## config.mk

```make
export PLATFORM = sky130hd
export DESIGN_NAME = pipe_ctrl_unit
export DESIGN_NICKNAME = d
export VERILOG_FILES = /design/src/rtl/pipe_ctrl_unit.sv
export SDC_FILE = /design/constraint.sdc
export NUM_CORES = 1
export LEC_CHECK = 0
export BUFFER_PORTS_ARGS = -buffer_cell sky130_fd_sc_hd__buf_2
export CAP_MARGIN = 30
export CORE_ASPECT_RATIO = 0.9
export CORE_MARGIN = 8
export CORE_UTILIZATION = 29
export CTS_CLUSTER_DIAMETER = 100
export CTS_CLUSTER_SIZE = 12
export DETAILED_ROUTE_END_ITERATION = 10
export PLACE_DENSITY = 0.63
export SYNTH_ARGS = -nofsm -noshare
export SYNTH_HDL_FRONTEND = slang
export SYNTH_SLANG_ARGS = --single-unit
```

## constraint.sdc

```tcl
create_clock -name clk -period 3.2 [get_ports clk]
set_input_delay 0.96 -clock clk [delete_from_list [all_inputs] [get_ports clk]]
set_output_delay 0.96 -clock clk [all_outputs]
set_load 0.02 [all_outputs]
```

## src/rtl/pipe_ctrl_unit.sv

```systemverilog
// Main-control decoder, pipelined control carrier and load-use / flush hazard unit
// for the 5-stage MIPS core.
module pipe_ctrl_unit #(
  parameter int OPC_W      = 6,
  parameter int REG_AW     = 5,
  parameter int MEM_STAGES = 1
) (
  input  logic              clk,
  input  logic              rst,
  input  logic              id_valid,
  input  logic [OPC_W-1:0]  id_opcode,
  input  logic [REG_AW-1:0] id_rs,
  input  logic [REG_AW-1:0] id_rt,
  input  logic [REG_AW-1:0] id_rd,
  input  logic              ex_branch_taken,
  output logic              stall,
  output logic              flush_ifid,
  output logic              id_jump,
  output logic              ex_valid,
  output logic [OPC_W+1:0]  ex_ctrl,
  output logic [1:0]        ex_branch,
  output logic              ex_illegal,
  output logic              mem_valid,
  output logic [3:0]        mem_ctrl,
  output logic              wb_valid,
  output logic [1:0]        wb_ctrl,
  output logic [REG_AW-1:0] wb_dst
);

  localparam logic [OPC_W-1:0] OP_RTYPE = OPC_W'(6'b000000);
  localparam logic [OPC_W-1:0] OP_J     = OPC_W'(6'b000010);
  localparam logic [OPC_W-1:0] OP_BEQ   = OPC_W'(6'b000100);
  localparam logic [OPC_W-1:0] OP_BNE   = OPC_W'(6'b000101);
  localparam logic [OPC_W-1:0] OP_ADDI  = OPC_W'(6'b001000);
  localparam logic [OPC_W-1:0] OP_SLTI  = OPC_W'(6'b001010);
  localparam logic [OPC_W-1:0] OP_ANDI  = OPC_W'(6'b001100);
  localparam logic [OPC_W-1:0] OP_ORI   = OPC_W'(6'b001101);
  localparam logic [OPC_W-1:0] OP_LB    = OPC_W'(6'b100000);
  localparam logic [OPC_W-1:0] OP_LW    = OPC_W'(6'b100011);
  localparam logic [OPC_W-1:0] OP_SB    = OPC_W'(6'b101000);
  localparam logic [OPC_W-1:0] OP_SW    = OPC_W'(6'b101011);

  typedef struct packed {
    logic              valid;
    logic [1:0]        mem_read;
    logic [1:0]        mem_write;
    logic              mem_to_reg;
    logic              reg_write;
    logic              alu_src;
    logic [OPC_W-1:0]  alu_op;
    logic              reg_dst;
    logic [1:0]        branch;
    logic              illegal;
    logic [REG_AW-1:0] dst;
  } ex_t;

  typedef struct packed {
    logic              valid;
    logic [1:0]        mem_read;
    logic [1:0]        mem_write;
    logic              mem_to_reg;
    logic              reg_write;
    logic [REG_AW-1:0] dst;
  } mem_t;

  typedef struct packed {
    logic              valid;
    logic              mem_to_reg;
    logic              reg_write;
    logic [REG_AW-1:0] dst;
  } wb_t;

  ex_t  dec;
  ex_t  ex_d;
  ex_t  ex_q;
  mem_t mem_q [MEM_STAGES];
  wb_t  wb_q;

  logic dec_jump;
  logic use_rs;
  logic use_rt;
  logic hazard;
  logic jump_ok;

  function automatic logic load_hit(
    input logic              v,
    input logic [1:0]        mr,
    input logic [REG_AW-1:0] dst,
    input logic [REG_AW-1:0] rs,
    input logic [REG_AW-1:0] rt,
    input logic              urs,
    input logic              urt
  );
    return v && (mr != 2'b00) && (dst != '0) &&
           ((urs && (dst == rs)) || (urt && (dst == rt)));
  endfunction

  function automatic mem_t to_mem(input ex_t s);
    mem_t m;
    m.valid      = s.valid;
    m.mem_read   = s.mem_read;
    m.mem_write  = s.mem_write;
    m.mem_to_reg = s.mem_to_reg;
    m.reg_write  = s.reg_write;
    m.dst        = s.dst;
    return m;
  endfunction

  function automatic wb_t to_wb(input mem_t s);
    wb_t w;
    w.valid      = s.valid;
    w.mem_to_reg = s.mem_to_reg;
    w.reg_write  = s.reg_write;
    w.dst        = s.dst;
    return w;
  endfunction

  // ID: main-control decode
  always_comb begin
    dec          = '0;
    dec_jump     = 1'b0;
    dec.valid    = 1'b1;
    dec.alu_op   = id_opcode;
    case (id_opcode)
      OP_RTYPE: begin
        dec.reg_dst   = 1'b1;
        dec.reg_write = 1'b1;
      end
      OP_ADDI, OP_ANDI, OP_ORI, OP_SLTI: begin
        dec.alu_src   = 1'b1;
        dec.reg_write = 1'b1;
      end
      OP_BEQ: dec.branch = 2'b01;
      OP_BNE: dec.branch = 2'b10;
      OP_LW: begin
        dec.mem_read   = 2'b01;
        dec.mem_to_reg = 1'b1;
        dec.alu_src    = 1'b1;
        dec.reg_write  = 1'b1;
      end
      OP_SW: begin
        dec.mem_write = 2'b01;
        dec.alu_src   = 1'b1;
      end
      OP_LB: begin
        dec.mem_read   = 2'b10;
        dec.mem_to_reg = 1'b1;
        dec.alu_src    = 1'b1;
        dec.reg_write  = 1'b1;
      end
      OP_SB: begin
        dec.mem_write = 2'b10;
        dec.alu_src   = 1'b1;
      end
      OP_J: dec_jump = 1'b1;
      default: dec.illegal = 1'b1;
    endcase
    dec.dst = dec.reg_write ? (dec.reg_dst ? id_rd : id_rt) : '0;
  end

  assign use_rs = (id_opcode != OP_J);
  assign use_rt = (id_opcode == OP_RTYPE) || (id_opcode == OP_BEQ) ||
                  (id_opcode == OP_BNE)   || (id_opcode == OP_SW)  ||
                  (id_opcode == OP_SB);

  // Only loads still short of their last MEM stage can feed ID too late.
  always_comb begin
    hazard = load_hit(ex_q.valid, ex_q.mem_read, ex_q.dst,
                      id_rs, id_rt, use_rs, use_rt);
    for (int k = 0; k < MEM_STAGES - 1; k++) begin
      hazard = hazard | load_hit(mem_q[k].valid, mem_q[k].mem_read, mem_q[k].dst,
                                 id_rs, id_rt, use_rs, use_rt);
    end
  end

  assign stall      = !rst && id_valid && !ex_branch_taken && hazard;
  assign jump_ok    = id_valid && dec_jump && !ex_branch_taken;
  assign id_jump    = !rst && jump_ok;
  assign flush_ifid = !rst && (jump_ok || ex_branch_taken);

  always_comb begin
    ex_d = dec;
    if (stall || ex_branch_taken || !id_valid) begin
      ex_d = '0;
    end
  end

  // ID/EX -> MEM stages -> WB; nothing downstream of EX ever holds
  always_ff @(posedge clk) begin
    if (rst) begin
      ex_q <= '0;
      for (int k = 0; k < MEM_STAGES; k++) begin
        mem_q[k] <= '0;
      end
      wb_q <= '0;
    end else begin
      ex_q     <= ex_d;
      mem_q[0] <= to_mem(ex_q);
      for (int k = 1; k < MEM_STAGES; k++) begin
        mem_q[k] <= mem_q[k-1];
      end
      wb_q <= to_wb(mem_q[MEM_STAGES-1]);
    end
  end

  assign ex_valid   = ex_q.valid;
  assign ex_ctrl    = {ex_q.alu_src, ex_q.alu_op, ex_q.reg_dst};
  assign ex_branch  = ex_q.branch;
  assign ex_illegal = ex_q.illegal;

  assign mem_valid  = mem_q[MEM_STAGES-1].valid;
  assign mem_ctrl   = {mem_q[MEM_STAGES-1].mem_read, mem_q[MEM_STAGES-1].mem_write};

  assign wb_valid   = wb_q.valid;
  assign wb_ctrl    = {wb_q.mem_to_reg, wb_q.reg_write};
  assign wb_dst     = wb_q.dst;

endmodule

```

==> flow_metrics.tcl <==
set metrics [dict create \
    status "finished, violations left" \
    failed_checks "negative setup slack" \
    clock_path_buffers 2 \
    cpPeakStageDelay_ps 360 \
    cap_violations 0 \
    cp-start-kind "input port" \
    synth.top_cells.by_area "dfxtp_1 (50%), nor2b_1 (7.3%), buf_4 (6.1%), xor2_1 (4.1%), nor3_1 (3.5%)" \
    slew_headroom 0.633 \
    p_total_mw 0.988 \
    holdPathStages 1 \
    worst-path-max-fanout 3 \
    fin_cells 300 \
    rows 26 \
    chipHeight_um 89.0 \
    drive_above_1_share 0.387 \
    end_kind "output port" \
    worst_slew_pin_slew_ps 550 \
    powerDensity_nw_per_um2 457 \
    gp_congestion 0.766 \
    timing.setup.tns_ps -21.3 \
    ys_types 34 \
    grt_usage 0.0916 \
    dr.first_iter.drc_count 64 \
    ys_seq_area_frac 0.501 \
    htree_levels 2 \
    avgViaCountPerCell 4.33 \
    dp_hpwl_mm 3.05 \
    syn_area_per_cell_um2 9.71 \
    numCtsBuffers 5 \
    firstDrtPassIters 4 \
    path_cells "buf_2 -> inv_2 -> a2111oi_4 -> o211ai_1 -> a2111oi_4 -> buf_4" \
    diodes 0 \
    clockRootBuffer "clkbuf_8" \
    finalSetupViolCount 1 \
    clock.fmax_ghz 0.310 \
    grt_pass1_vias 1363 \
    cts_tree "done" \
    syn_area_um2 1720 \
    setup_slack_ps -21.3 \
    clock_sinks 43 \
    cp_slowest_cell "a2111oi_4" \
    rsz0062_at_grt "true" \
    netlist_instances 177 \
    fin_skew_ps 5.04 \
    die_area_um2 8650 \
    finalWirelength_mm 4.00 \
    remaining_drc_errors 0 \
    rr_worst_depth 6 \
    core_area_um2 5690 \
    grt_start_max_net_pins 24 \
    cts_hold_buf 0 \
    pre_cts_slack_ps -138 \
    clkTransAtPathRegs_ps 90 \
    cp_common_cell "a2111oi_4" \
    fp.dieW_um 97.2 \
    fin_util 0.379 \
    leakage_nw 0.985 \
    num_io_pins 53 \
    numPortBuffers 52 \
    vdd_ir_drop_max_uv 145 \
    critPathArrivalTime_ps 2260 \
    syn2layout_area_growth_pct 25.6 \
    gr-total-overflow 0 \
    cp_data_required_time_ps 2240 \
    antenna_left 0 \
    hold_violations 0 \
    dr_total_vias 1299 \
    fin_nets 254 \
    grt_pass1_wl_mm 6.40 \
    wire_per_inst_um 13.3 \
    synth_warnings 0 \
    netlist.area_leader.share 0.501 \
    drv_slew 0 \
    yosysTopAreaCell "dfxtp_1" \
    period_minus_slack_ps 3220 \
    hold_path_class "reg -> reg" \
    post-route-period-util 1.01 \
    placed_cells 292 \
    ys_seq_elements 43 \
    clk_latency_ps 290 \
    syn_nets 202 \
    antenna_found_initial 0 \
    initial_core_util 0.302 \
    postCtsSetupRepairBufs 0 \
    worst-setup-path-type "in -> out" \
]
## cell usage after synthesis, drive strengths merged
| cell type | count |
|---|---|
| o21ai | 2 |
| nor3 | 12 |
| o22ai | 1 |
| o211ai | 1 |
| nor2 | 21 |
| clkbuf | 4 |
| dfxtp | 43 |
| nand2 | 9 |
| mux2 | 1 |
| and4 | 1 |
| nand3 | 4 |
| nand4 | 2 |
| mux2i | 5 |
| nor4b | 1 |
| a2111oi | 2 |
| a21oi | 3 |
| nor4 | 5 |
| inv | 2 |
| nor3b | 2 |
| nor2b | 20 |
| xor2 | 8 |
| nand3b | 1 |
| or2b | 1 |
| a22oi | 1 |
| or2 | 1 |
| buf | 18 |
| or4 | 1 |
| nand2b | 2 |
| xnor2 | 3 |
## what timing repair did
| item | 4_1_cts | 5_1_grt |
|---|---|---|
| resized for setup | 4 | 1 |
| pin swaps | 1 | 1 |
| endpoints found under the setup margin | 1 | 3 |
| gates cloned | 0 | 0 |
## sequential cells by signal (all words and copies together) (netlist names)
register and flops:
ex_valid 1, ex_q 11, mem_q 12, ex_ctrl 8, wb_dst 5, ex_illegal 1
wb_ctrl 2, ex_branch 2, wb_valid 1
## critical path: cells and delay by family
family | cells | cell delay (ps)
AOI/OAI and AO/OA | 3 | 910
buffers and inverters | 3 | 390
## layout by cell type (no fill, tap or decap), types with 2 or more instances in the layout
cell type,n
buf_2,49
dfxtp_1,43
nor2b_1,20
buf_4,16
nor2_1,15
nor3_1,12
nand2_1,9
xor2_1,8
nor2_2,6
mux2i_1,5
clkbuf_8,5
nand3_1,4
xnor2_1,3
a21oi_1,3
nor4_1,3
nor4_2,2
nand4_1,2
a2111oi_4,2
o21ai_0,2
nor3b_1,2
nand2b_1,2
clkinvlp_4,2
buf_6,2
## final timing paths
kind                                        startpoint              endpoint  slack [ps]
worst max-delay path                      id_opcode[2]                 stall         -20
worst min-delay path            mem_q[0][3]$_SDFF_PP0_  wb_dst[3]$_SDFF_PP0_         440
worst max register to register      ex_q[3]$_SDFF_PP0_   ex_q[19]$_SDFF_PP0_        1280
worst min register to register  mem_q[0][3]$_SDFF_PP0_  wb_dst[3]$_SDFF_PP0_         440
## cell families (layout without fill, tap and decap cells)
kind of cell | after synthesis | in the layout | share of synthesized area
compound gates | 10 | 10 | 0.0517
xor+xnor | 11 | 11 | 0.0560
buf+inv | 24 | 77 | 0.0932
flops | 43 | 43 | 0.501
mux | 6 | 6 | 0.0357
simple gates | 83 | 83 | 0.263
## layer usage
| metal | vias to the layer above | track usage | part of all wire |
|---|---|---|---|
| met5 | - | 0 | 0 |
| met4 | 0 | 0.0432 | 0.012 |
| met3 | 4 | 0.0379 | 0.071 |
| met2 | 40 | 0.138 | 0.43 |
| met1 | 578 | 0.112 | 0.48 |
| li1 | 677 | - | - |
## final cells by class
type	count	area, um2
Timing Repair Buffer	67	388
Inverter	2	7.51
Sequential cell	43	861
Clock buffer	5	68.8
Clock inverter	3	23.8
Tap cell	70	87.6
Multi-Input combinational cell	110	723
Fill cell	562	3530
## report_power, final
| group | switching (mW) | internal (mW) |
|---|---|---|
| logic | 0.0515 | 0.0428 |
| registers | 0.00174 | 0.539 |
| clock network | 0.196 | 0.156 |
## stage by stage
step | instance area [um2] | hold WS [ps]
4_1_cts | 2150 | 446
3_3_place_gp | 2040 | 420
3_5_place_dp | 2040 | 425
2_1_floorplan | 1740 | 414
6_report | 2160 | 441
5_1_grt | 2160 | 458
No activity file was read; power rests on OpenSTA's default activity.
